`config.mk`:
```
export PLATFORM = sky130hd
export DESIGN_NAME = brownout_ctrl_flat
export DESIGN_NICKNAME = d
export VERILOG_FILES = /design/src/rtl/brownout_pkg.sv /design/src/rtl/brownout_ctrl_if.sv /design/src/rtl/brownout_filt.sv /design/src/rtl/brownout_ctrl.sv /design/src/flat_wrapper.sv
export SDC_FILE = /design/constraint.sdc
export NUM_CORES = 1
export LEC_CHECK = 0
export ABC_AREA = 1
export BUFFER_PORTS_ARGS = -buffer_cell sky130_fd_sc_hd__buf_2
export CORE_MARGIN = 4
export CORE_UTILIZATION = 48
export CTS_CLUSTER_SIZE = 24
export DETAILED_ROUTE_END_ITERATION = 6
export PLACE_DENSITY = 0.67
export SLEW_MARGIN = 10
export SYNTH_ARGS = -nofsm -noshare
export SYNTH_HDL_FRONTEND = slang
export SYNTH_SLANG_ARGS = --single-unit
```
`constraint.sdc`:
```
create_clock -name osc_ck -period 1.81 [get_ports osc_ck]
set_clock_uncertainty 0.1 [all_clocks]
set_input_delay 0.181 -clock osc_ck [delete_from_list [all_inputs] [get_ports osc_ck]]
set_output_delay 0.181 -clock osc_ck [all_outputs]
set_load 0.05 [all_outputs]
```
`src/rtl/brownout_pkg.sv`:
```
// Shared types and helpers for the brownout digital sequencer.
package brownout_pkg;

  localparam int unsigned CODE_W = 3;
  localparam int unsigned DEC_W  = 8;

  typedef logic [CODE_W-1:0] code_t;
  typedef logic [DEC_W-1:0]  dec_t;

  typedef enum logic [2:0] {
    ST_OFF     = 3'd0,
    ST_SETTLE  = 3'd1,
    ST_ARMED   = 3'd2,
    ST_TRIPPED = 3'd3,
    ST_HOLD    = 3'd4
  } state_e;

  // 3-to-8 one-hot select for the resistor-string mux
  function automatic dec_t decode_code(input code_t i_code);
    dec_t v_dec;
    v_dec         = '0;
    v_dec[i_code] = 1'b1;
    return v_dec;
  endfunction

endpackage

```
`src/rtl/brownout_ctrl_if.sv`:
```
// Register-bank / analog-macro side signals of the brownout sequencer.
interface brownout_ctrl_if;
  import brownout_pkg::*;

  logic  ena;
  code_t otrip;
  code_t vtrip;
  logic  dcomp;
  logic  vunder_raw;
  logic  ana_ena;
  dec_t  otrip_decoded;
  dec_t  vtrip_decoded;
  logic  brout_filt;
  logic  vunder;
  logic  ready;

  modport master (
    output ena, otrip, vtrip, dcomp, vunder_raw,
    input  ana_ena, otrip_decoded, vtrip_decoded, brout_filt, vunder, ready
  );

  modport slave (
    input  ena, otrip, vtrip, dcomp, vunder_raw,
    output ana_ena, otrip_decoded, vtrip_decoded, brout_filt, vunder, ready
  );
endinterface

```
`src/rtl/brownout_filt.sv`:
```
// Two-flop synchronizer plus saturating counter of consecutive samples at a target level.
module brownout_filt #(
  parameter int unsigned FILT_CYCLES = 8,
  parameter int unsigned CNT_W       = 8
) (
  input  logic i_clk,
  input  logic i_rst_n,
  input  logic i_raw,
  input  logic i_target,
  input  logic i_clr,
  output logic o_sync,
  output logic o_done_c
);

  localparam logic [CNT_W-1:0] LP_LAST = CNT_W'(FILT_CYCLES - 1);

  logic             r_s1;
  logic             r_s2;
  logic [CNT_W-1:0] r_cnt;
  logic             w_match;

  assign w_match = (r_s2 == i_target);

  always_ff @(posedge i_clk or negedge i_rst_n) begin
    if (!i_rst_n) begin
      r_s1  <= 1'b0;
      r_s2  <= 1'b0;
      r_cnt <= '0;
    end else begin
      r_s1 <= i_raw;
      r_s2 <= r_s1;
      if (i_clr || !w_match) begin
        r_cnt <= '0;
      end else if (r_cnt != '1) begin
        r_cnt <= r_cnt + CNT_W'(1);
      end
    end
  end

  // Done on the sample that would complete FILT_CYCLES in a row
  assign o_done_c = !i_clr && w_match && (r_cnt >= LP_LAST);
  assign o_sync   = r_s2;

endmodule

```
`src/rtl/brownout_ctrl.sv`:
```
// Brownout sequencer: analog enable/settle, trip-code decode, comparator filtering and hold.
module brownout_ctrl
  import brownout_pkg::*;
#(
  parameter int unsigned SETTLE_CYCLES = 64,
  parameter int unsigned FILT_CYCLES   = 8,
  parameter int unsigned HOLD_CYCLES   = 32,
  parameter int unsigned CNT_W         = 8
) (
  input  logic           osc_ck,
  input  logic           rstn,
  brownout_ctrl_if.slave io_bus
);

  localparam logic [CNT_W-1:0] LP_SETTLE_LAST = CNT_W'(SETTLE_CYCLES - 1);
  localparam logic [CNT_W-1:0] LP_HOLD_LAST   = CNT_W'(HOLD_CYCLES - 1);

  state_e           r_state;
  logic [CNT_W-1:0] r_cnt;
  code_t            r_otrip;
  code_t            r_vtrip;
  dec_t             r_otrip_dec;
  dec_t             r_vtrip_dec;
  logic             r_ana_ena;
  logic             r_brout;
  logic             r_vunder;
  logic             r_ready;

  logic w_filt_clr;
  logic w_d_target;
  logic w_d_sync;
  logic w_d_done;
  logic w_v_sync;
  logic w_v_done;
  logic w_code_chg;
  logic w_active;

  assign w_filt_clr = (r_state == ST_OFF) || (r_state == ST_SETTLE);
  assign w_active   = !w_filt_clr;
  // Once tripped, the brownout filter looks for the comparator releasing
  assign w_d_target = !((r_state == ST_TRIPPED) || (r_state == ST_HOLD));
  assign w_code_chg = (io_bus.otrip != r_otrip) || (io_bus.vtrip != r_vtrip);

  brownout_filt #(
    .FILT_CYCLES(FILT_CYCLES),
    .CNT_W      (CNT_W)
  ) u_dcomp_filt (
    .i_clk   (osc_ck),
    .i_rst_n (rstn),
    .i_raw   (io_bus.dcomp),
    .i_target(w_d_target),
    .i_clr   (w_filt_clr),
    .o_sync  (w_d_sync),
    .o_done_c(w_d_done)
  );

  brownout_filt #(
    .FILT_CYCLES(FILT_CYCLES),
    .CNT_W      (CNT_W)
  ) u_vunder_filt (
    .i_clk   (osc_ck),
    .i_rst_n (rstn),
    .i_raw   (io_bus.vunder_raw),
    .i_target(!r_vunder),
    .i_clr   (w_filt_clr),
    .o_sync  (w_v_sync),
    .o_done_c(w_v_done)
  );

  always_ff @(posedge osc_ck or negedge rstn) begin
    if (!rstn) begin
      r_state     <= ST_OFF;
      r_cnt       <= '0;
      r_otrip     <= '0;
      r_vtrip     <= '0;
      r_otrip_dec <= decode_code(CODE_W'(0));
      r_vtrip_dec <= decode_code(CODE_W'(0));
      r_ana_ena   <= 1'b0;
      r_brout     <= 1'b0;
      r_vunder    <= 1'b0;
      r_ready     <= 1'b0;
    end else if (!io_bus.ena) begin
      // Selects keep the last code so the resistor string stays defined
      r_state   <= ST_OFF;
      r_cnt     <= '0;
      r_ana_ena <= 1'b0;
      r_brout   <= 1'b0;
      r_vunder  <= 1'b0;
      r_ready   <= 1'b0;
    end else if ((r_state == ST_OFF) || w_code_chg) begin
      // Power-up or new code: recapture and re-settle; a held brownout flag survives
      r_state     <= ST_SETTLE;
      r_cnt       <= '0;
      r_otrip     <= io_bus.otrip;
      r_vtrip     <= io_bus.vtrip;
      r_otrip_dec <= decode_code(io_bus.otrip);
      r_vtrip_dec <= decode_code(io_bus.vtrip);
      r_ana_ena   <= 1'b1;
      r_brout     <= (r_state == ST_OFF) ? 1'b0 : r_brout;
      r_vunder    <= 1'b0;
      r_ready     <= 1'b0;
    end else begin
      case (r_state)
        ST_SETTLE: begin
          if (r_cnt == LP_SETTLE_LAST) begin
            r_state <= ST_ARMED;
            r_cnt   <= '0;
            r_brout <= 1'b0;
            r_ready <= 1'b1;
          end else if (r_cnt != '1) begin
            r_cnt <= r_cnt + CNT_W'(1);
          end
        end
        ST_ARMED: begin
          if (w_d_done) begin
            r_state <= ST_TRIPPED;
            r_brout <= 1'b1;
          end
        end
        ST_TRIPPED: begin
          if (w_d_done) begin
            r_state <= ST_HOLD;
            r_cnt   <= '0;
          end
        end
        ST_HOLD: begin
          if (w_d_sync) begin
            r_state <= ST_TRIPPED;
            r_cnt   <= '0;
          end else if (r_cnt == LP_HOLD_LAST) begin
            r_state <= ST_ARMED;
            r_cnt   <= '0;
            r_brout <= 1'b0;
          end else if (r_cnt != '1) begin
            r_cnt <= r_cnt + CNT_W'(1);
          end
        end
        default: begin
          r_state   <= ST_OFF;
          r_cnt     <= '0;
          r_ana_ena <= 1'b0;
          r_brout   <= 1'b0;
          r_ready   <= 1'b0;
        end
      endcase
      if (w_active && w_v_done) begin
        r_vunder <= w_v_sync;
      end
    end
  end

  assign io_bus.ana_ena       = r_ana_ena;
  assign io_bus.otrip_decoded = r_otrip_dec;
  assign io_bus.vtrip_decoded = r_vtrip_dec;
  assign io_bus.brout_filt    = r_brout;
  assign io_bus.vunder        = r_vunder;
  assign io_bus.ready         = r_ready;

endmodule

```
`src/flat_wrapper.sv`:
```
// flat-port wrapper written by rule: the top's interface ports become plain ports
module brownout_ctrl_flat import brownout_pkg::*;
#(
  parameter int unsigned SETTLE_CYCLES = 64,
  parameter int unsigned FILT_CYCLES   = 8,
  parameter int unsigned HOLD_CYCLES   = 32,
  parameter int unsigned CNT_W         = 8
)
  (osc_ck, rstn, io_bus_ena, io_bus_otrip, io_bus_vtrip, io_bus_dcomp, io_bus_vunder_raw, io_bus_ana_ena, io_bus_otrip_decoded, io_bus_vtrip_decoded, io_bus_brout_filt, io_bus_vunder, io_bus_ready);
  brownout_ctrl_if io_bus_i ();
  input  logic osc_ck;
  input  logic rstn;
  input wire logic [$bits(io_bus_i.ena)-1:0] io_bus_ena;
  input wire logic [$bits(io_bus_i.otrip)-1:0] io_bus_otrip;
  input wire logic [$bits(io_bus_i.vtrip)-1:0] io_bus_vtrip;
  input wire logic [$bits(io_bus_i.dcomp)-1:0] io_bus_dcomp;
  input wire logic [$bits(io_bus_i.vunder_raw)-1:0] io_bus_vunder_raw;
  output wire logic [$bits(io_bus_i.ana_ena)-1:0] io_bus_ana_ena;
  output wire logic [$bits(io_bus_i.otrip_decoded)-1:0] io_bus_otrip_decoded;
  output wire logic [$bits(io_bus_i.vtrip_decoded)-1:0] io_bus_vtrip_decoded;
  output wire logic [$bits(io_bus_i.brout_filt)-1:0] io_bus_brout_filt;
  output wire logic [$bits(io_bus_i.vunder)-1:0] io_bus_vunder;
  output wire logic [$bits(io_bus_i.ready)-1:0] io_bus_ready;
  assign io_bus_i.ena = io_bus_ena;
  assign io_bus_i.otrip = io_bus_otrip;
  assign io_bus_i.vtrip = io_bus_vtrip;
  assign io_bus_i.dcomp = io_bus_dcomp;
  assign io_bus_i.vunder_raw = io_bus_vunder_raw;
  assign io_bus_ana_ena = io_bus_i.ana_ena;
  assign io_bus_otrip_decoded = io_bus_i.otrip_decoded;
  assign io_bus_vtrip_decoded = io_bus_i.vtrip_decoded;
  assign io_bus_brout_filt = io_bus_i.brout_filt;
  assign io_bus_vunder = io_bus_i.vunder;
  assign io_bus_ready = io_bus_i.ready;
  brownout_ctrl #(.SETTLE_CYCLES(SETTLE_CYCLES), .FILT_CYCLES(FILT_CYCLES), .HOLD_CYCLES(HOLD_CYCLES), .CNT_W(CNT_W)) u_core (.osc_ck(osc_ck), .rstn(rstn), .io_bus(io_bus_i));
endmodule
```
==> results.yml, run 1 <==
yosys:
  synth_cell_types: 33
  yosysWarnings: 0
  synth_top_area_frac: 0.4758
  synthTopCellsByArea: "dfrtp_1 48%, nand2_1 13%, nand3_1 6.1%, inv_1 4.8%, o21ai_0 4.7%"
  ys.flop_type: "dfrtp_1"
  yosys.area.top_type: "dfrtp_1"
  synth.most_common_cell: "nand2_1"
  syn_nets: 378
  syn_inst: 364
  async_flop_share: 1.000
  synth_area_sq_mm: 0.002893
  seq_area_frac_synth: 0.4939
  ys_seq_elements: 57
  synth_common_cells: "101 x nand2_1, 55 x dfrtp_1, 37 x inv_1, 35 x nand3_1, 30 x nor2_1"
  synth_edf_count: 0
  syn_avg_cell_area_sq_um: 7.947
timing:
  setup_tns_ns: 0
  rsz0062_at_grt: "yes"
  final-hold-violation-count: 0
  fin_crit_ns: 1.744
  period_share: 0.9636
  tightest_slew_ns: 0.4041
  whs_ns: 0.03630
  slew_headroom: 0.7306
  setup_slack_ns: 0.06597
  max_freq_mhz: 573.4
  slew_viol_final: 0
  report.final.setup_viol: 0
floorplanning:
  die_h_um: 85.63
  initial_utilization: 0.4915
  die_w_um: 85.63
  rows: 28
  die_area_sq_mm: 0.007333
  core_area_sq_mm: 0.005886
  ios: 31
placed_design:
  portBuffers: 30
  place_ws_ns: -0.04722
  place_area_sq_mm: 0.003227
  globalplace.congestion: 0.9001
  dp_hpwl_mm: 4.600
  numPlacedInstances: 479
clock_tree:
  clk_pin_slew_ns: 0.07
  clkSinkCount: 57
  htree_levels: 3
  clockRootBuffer: "clkbuf_8"
  clockBufferDepth: 2
  clkLatencyLatePin_ns: 0.34
  cts_tree: "yes"
  cts_made_buffers: 9
layout:
  fin_area_sq_mm: 0.003615
  fillers: 538
  drive_gt1_frac: 0.2483
  antennaDiodeCount: 0
  area_delta_synth_final_pct: 24.96
  fin_cells: 506
  fin_nets: 440
worst_setup_path:
  crit_type: "flip-flop to flip-flop"
  crit_arrival_ns: 1.86
  required_ns: 1.93
  cp_common_cell: "nand2_4"
  crit_chain: "ha_4 > nand2_4 > nor2_4 > nand4_1 > nand3_1 > nand2_2 > nand2_4 > nand3_4 > nand2_1 > o21ai_0"
  end_kind: "flip-flop"
  max_stage_delay_ns: 0.43
  timing.critical_path.slowest_stage_cell: "dfrtp_1"
  cp_max_fo: 5
  start_kind: "flip-flop"
global_route:
  grt_usage: 0.1869
  overflow: 0
  grt_max_degree: 43
  grt_pass1_vias: 2472
  grt_pass1_wl_mm: 10.87
  antenna_found_initial: 0
worst_hold_path:
  min_path_type: "input pin to flip-flop"
route:
  dr.pass1.iters: 5
  routed_wl_mm: 6.489
  drtIter0Drc: 233
  wl_per_cell_um: 12.82
  viasPerCell: 5.235
  vias: 2649
  drc: 0
  ant_nets: 0
pwr:
  leakage_nw: 1.819
  powerDensity_mw_per_mm2: 764.5
  peakVddDrop_mv: 0.4983
outcome:
  status: "completed"
run:
  max_cap_viol_count: 0
==> cells by family after synthesis <==
kind of cell,after synthesis,synth area share
DFF,57,0.4939
buffers and inverters,47,0.06488
adders and majority gates,3,0.01298
and+or+nand+nor,196,0.3041
xor gates and xnor gates,2,0.006056
AOI/OAI and AO/OA,59,0.1181
==> state kept, by name, indices dropped and copies added (netlist names) <==
name and flops:
u_core.io_bus.otrip_decoded 8, u_core.u_vunder_filt.o_sync 1, u_core.u_dcomp_filt.o_sync 1, u_core.io_bus.brout_filt 1, u_core.u_vunder_filt.r_s1 1, u_core.r_otrip 3, u_core.u_vunder_filt.r_cnt 8, u_core.io_bus.vtrip_decoded 8
u_core.r_state 3, u_core.io_bus.ana_ena 1, u_core.u_dcomp_filt.r_s1 1, u_core.r_cnt 8, u_core.io_bus.ready 1, u_core.u_dcomp_filt.r_cnt 8, u_core.r_vtrip 3, u_core.io_bus.vunder 1
==> through the flow <==
step	power, mW	util
after detailed placement	1.669	0.5483
final	2.763	0.6142
after global placement	1.665	0.5483
after floorplan	1.560	-
after global routing	2.889	0.6142
after CTS	2.787	0.5903
==> what timing repair did <==
action | CTS | global route
endpoints found under the setup margin | 6 | 29
buffers inserted | 1 | 5
resized for setup | 2 | 27
hold buffers | 5 | 0
gates cloned | 0 | 0
endpoints found under the hold margin | 18 | 0
pin swaps | 0 | 9
==> area by class of cell <==
type / instances / area, sq um / share of cell area
sequential: 57 / 1429 / 0.3953
tap: 75 / 93.84 / 0.02596
clock buffer: 14 / 172.7 / 0.04777
clock inverter: 2 / 12.51 / 0.003461
multi-input combinational: 260 / 1384 / 0.3828
inverter: 44 / 167.7 / 0.04638
timing repair buffer: 54 / 355.3 / 0.09830
==> critical path, delay by kind of cell, from the launching register on <==
kind,cells,cell delay [ns]
AOI/OAI and AO/OA,1,0.07
and+or+nand+nor,8,0.85
DFF,1,0.43
adders and majority gates,1,0.18
==> metal layers <==
layer  vias to the layer above  global-route usage  wire length, um
met1                      1248              0.2315             2936
met2                        65              0.3072             3102
met4                         0             0.09065              167
met5                         -                   0                0
met3                        15             0.04419              283
li1                       1321                   -                -
==> cells in the final DEF (no fill, tap or decap), types with 6 or more instances in the layout <==
master and n:
clkbuf_8 12, a21oi_1 10, buf_4 18, o21ai_0 26, nor2_1 24, nand3_2 6, nand3_1 29, buf_2 30
nand2_1 96, inv_1 35, nand2_2 7, dfrtp_1 55, inv_2 8, o31ai_1 7, nor2_2 7, nor3_1 10
==> final timing paths <==
check / start / end / slack (ns) / cells past startpoint
min in group asynchronous: rstn / u_core.u_vunder_filt.r_cnt[7] / 0.20 / 2
max in group asynchronous: rstn / u_core.io_bus.vtrip_decoded[0] / 0.81 / 3
hold reg to reg: u_core.u_vunder_filt.r_s1 / u_core.u_vunder_filt.o_sync / 0.25 / 0
setup / recovery: u_core.r_cnt[0] / u_core.r_state[0] / 0.07 / 10
setup reg to reg: u_core.r_cnt[0] / u_core.r_state[0] / 0.07 / 10
hold / removal: io_bus_otrip[2] / u_core.io_bus.otrip_decoded[1] / 0.04 / 2
==> power by group <==
part / switching [mW] / total [mW] / internal [mW]
logic: 0.224 / 0.312 / 0.0880
registers: 0.0289 / 1.35 / 1.32
clock network: 0.493 / 1.10 / 0.608
Note: power is estimated with default switching activity, not from simulation.
==> run 2, diff against run 1 <==
--- a/config.mk
+++ b/config.mk
@@ -7,11 +7,13 @@
 export LEC_CHECK = 0
 export ABC_AREA = 1
 export BUFFER_PORTS_ARGS = -buffer_cell sky130_fd_sc_hd__buf_2
+export CELL_PAD_IN_SITES_DETAIL_PLACEMENT = 1
+export CELL_PAD_IN_SITES_GLOBAL_PLACEMENT = 1
 export CORE_MARGIN = 4
-export CORE_UTILIZATION = 48
+export CORE_UTILIZATION = 43
 export CTS_CLUSTER_SIZE = 24
 export DETAILED_ROUTE_END_ITERATION = 6
-export PLACE_DENSITY = 0.67
+export PLACE_DENSITY_LB_ADDON = 0.1
 export SLEW_MARGIN = 10
 export SYNTH_ARGS = -nofsm -noshare
 export SYNTH_HDL_FRONTEND = slang
==> results.yml, run 2 (synthesis results as in run 1) <==
outcome:
  status: "completed"
layout:
  fillers: 812
  drive_gt1_frac: 0.2802
  mostFrequentLayoutCells: "93 x nand2_1, 55 x dfrtp_1, 35 x inv_1, 30 x nand3_1, 30 x buf_2"
  fin_area_sq_mm: 0.003725
  area_delta_synth_final_pct: 28.76
  antennaDiodeCount: 0
  final_common_cell: "nand2_1"
  fin_nets: 448
  post-route-util: 0.5767
route:
  routed_wl_mm: 7.743
  wl_met2_mm: 3.886
  wl_per_cell_um: 15.01
  viasPerCell: 5.273
  wl_met3_um: 195
  ant_nets: 0
  wl_met1_mm: 3.546
  top_layer_used: "met4"
  vias: 2721
  drc: 0
  dr.pass1.iters: 4
  drtIter0Drc: 137
global_route:
  grt_max_degree: 58
  grt_pass1_wl_mm: 13.12
  antenna_found_initial: 0
  grt_usage: 0.1976
  overflow: 0
  grt_pass1_vias: 2800
floorplanning:
  rows: 29
  die_h_um: 90.02
  core_area_sq_mm: 0.006459
  die_w_um: 90.02
  ios: 31
  die_area_sq_mm: 0.008104
  initial_utilization: 0.4479
worst_setup_path:
  rr_startpoint: "u_core.r_otrip[0]"
  end_kind: "flip-flop"
  r2r_slack_ns: 0.12
  max_stage_delay_ns: 0.36
  timing.critical_path.slowest_stage_cell: "dfrtp_1"
  path_delay_family: "simple AND/OR/NAND/NOR gates"
  r2r_cells: 11
  crit_chain: "inv_1 > nand2_1 > nand2_1 > nor2_2 > nand2_2 > nor2_4 > nor2_4 > buf_4 > buf_4 > nand2_1 > o21ai_0"
  cp_common_cell: "nand2_1"
  required_ns: 1.91
  crit_buf_inv: 3
  r2r_end: "u_core.r_vtrip[2]"
  start_kind: "flip-flop"
  cp_max_fo: 7
  crit_arrival_ns: 1.79
  crit_type: "flip-flop to flip-flop"
timing:
  max_freq_mhz: 592.3
  setup_tns_ns: 0
  slew_headroom: 0.7888
  slew_viol_final: 0
  report.final.setup_viol: 0
  whs_ns: 0.02970
  fin_crit_ns: 1.688
  final-hold-violation-count: 0
  tightest_slew_ns: 0.3135
  period_share: 0.9328
placed_design:
  portBuffers: 30
  dp_hpwl_mm: 5.357
  globalplace.congestion: 0.8196
  place_area_sq_mm: 0.003274
clock_tree:
  clockBufferDepth: 2
  htree_levels: 3
  clkSinkCount: 57
  clkLatencyLatePin_ns: 0.33
  clk_pin_slew_ns: 0.07
  clockRootBuffer: "clkbuf_8"
  cts_made_buffers: 9
  cts_tree: "yes"
worst_hold_path:
  min_path_cells: 3
  hp-start: "io_bus_otrip[2]"
  min_path_type: "input pin to flip-flop"
  min_to: "u_core.r_otrip[2]"
pwr:
  powerDensity_mw_per_mm2: 797.9
  leakage_nw: 1.876
  peakVddDrop_mv: 0.4695
run:
  max_cap_viol_count: 0
==> run 2: cell count changes in the layout (fill, tap and decap cells not counted), moves of 2 or more <==
cell and delta:
buf_4 +9, clkinv_2 +2, nand3_2 -2, bufinv_16 +2, clkbuf_8 -3, nand2_2 +3, dlygate4sd3_1 -2, nand2_1 -3
nor2_1 -2
==> run 2: power breakdown <==
| group | total (mW) | internal (mW) | switching (mW) |
|---|---|---|---|
| Sequential | 1.35 | 1.32 | 0.0269 |
| Clock | 1.28 | 0.768 | 0.517 |
| Combinational | 0.339 | 0.0965 | 0.242 |
| Total | 2.97 | 2.19 | 0.786 |
==> run 2: tightest hold or removal path, delay by kind of cell <==
kind | cells | cell delay (ns)
and+or+nand+nor | 1 | 0.05
AOI/OAI and AO/OA | 1 | 0.07
buffers and inverters | 1 | 0.12
==> run 2: final cells by class <==
type | instances | area (sq um) | share of cell area
clock inverter | 6 | 82.58 | 0.02217
sequential | 57 | 1429 | 0.3836
inverter | 44 | 170.2 | 0.04568
clock buffer | 10 | 127.6 | 0.03426
timing repair buffer | 62 | 414.1 | 0.1112
tap | 77 | 96.34 | 0.02586
multi-input combinational | 260 | 1405 | 0.3772
==> run 2: worst max-delay path by stage <==
| stage | cells past startpoint | startpoint | to | slack (ns) |
|---|---|---|---|---|
| after global routing | 11 | u_core.r_otrip[0] | u_core.r_cnt[0] | -0.04 |
| after global placement | 10 | u_core.r_cnt[0] | u_core.r_state[0] | -0.02 |
| after floorplan | 10 | u_core.r_cnt[0] | u_core.r_state[0] | 0.14 |
| after CTS | 10 | u_core.r_state[0] | u_core.r_cnt[6] | -0.007 |
| after detailed placement | 10 | u_core.r_cnt[0] | u_core.r_state[0] | -0.13 |
| final | 11 | u_core.r_otrip[0] | u_core.r_vtrip[2] | 0.12 |
==> run 2: layer usage <==
layer | vias up | track usage
met4 | 0 | 0.07653
met5 | - | 0
met3 | 10 | 0.04090
met2 | 33 | 0.3354
li1 | 1338 | -
met1 | 1340 | 0.2463
==> run 2: timing repair <==
action	in CTS	in global routing
gates resized for setup	6	33
setup buffers	6	4
pin swaps	5	9
cloned	0	0
setup endpoints to repair	11	42
endpoints found under the hold margin	57	0
hold buffers	3	0
==> run 2: through the flow <==
step	worst slack (ns)	power (mW)	cells
floorplan	0.1422	1.560	364
global placement	-0.01616	1.675	487
detailed placement	-0.1307	1.685	487
CTS	-0.006837	3.001	512
global route	-0.04125	3.112	516
finish	0.1216	2.972	516
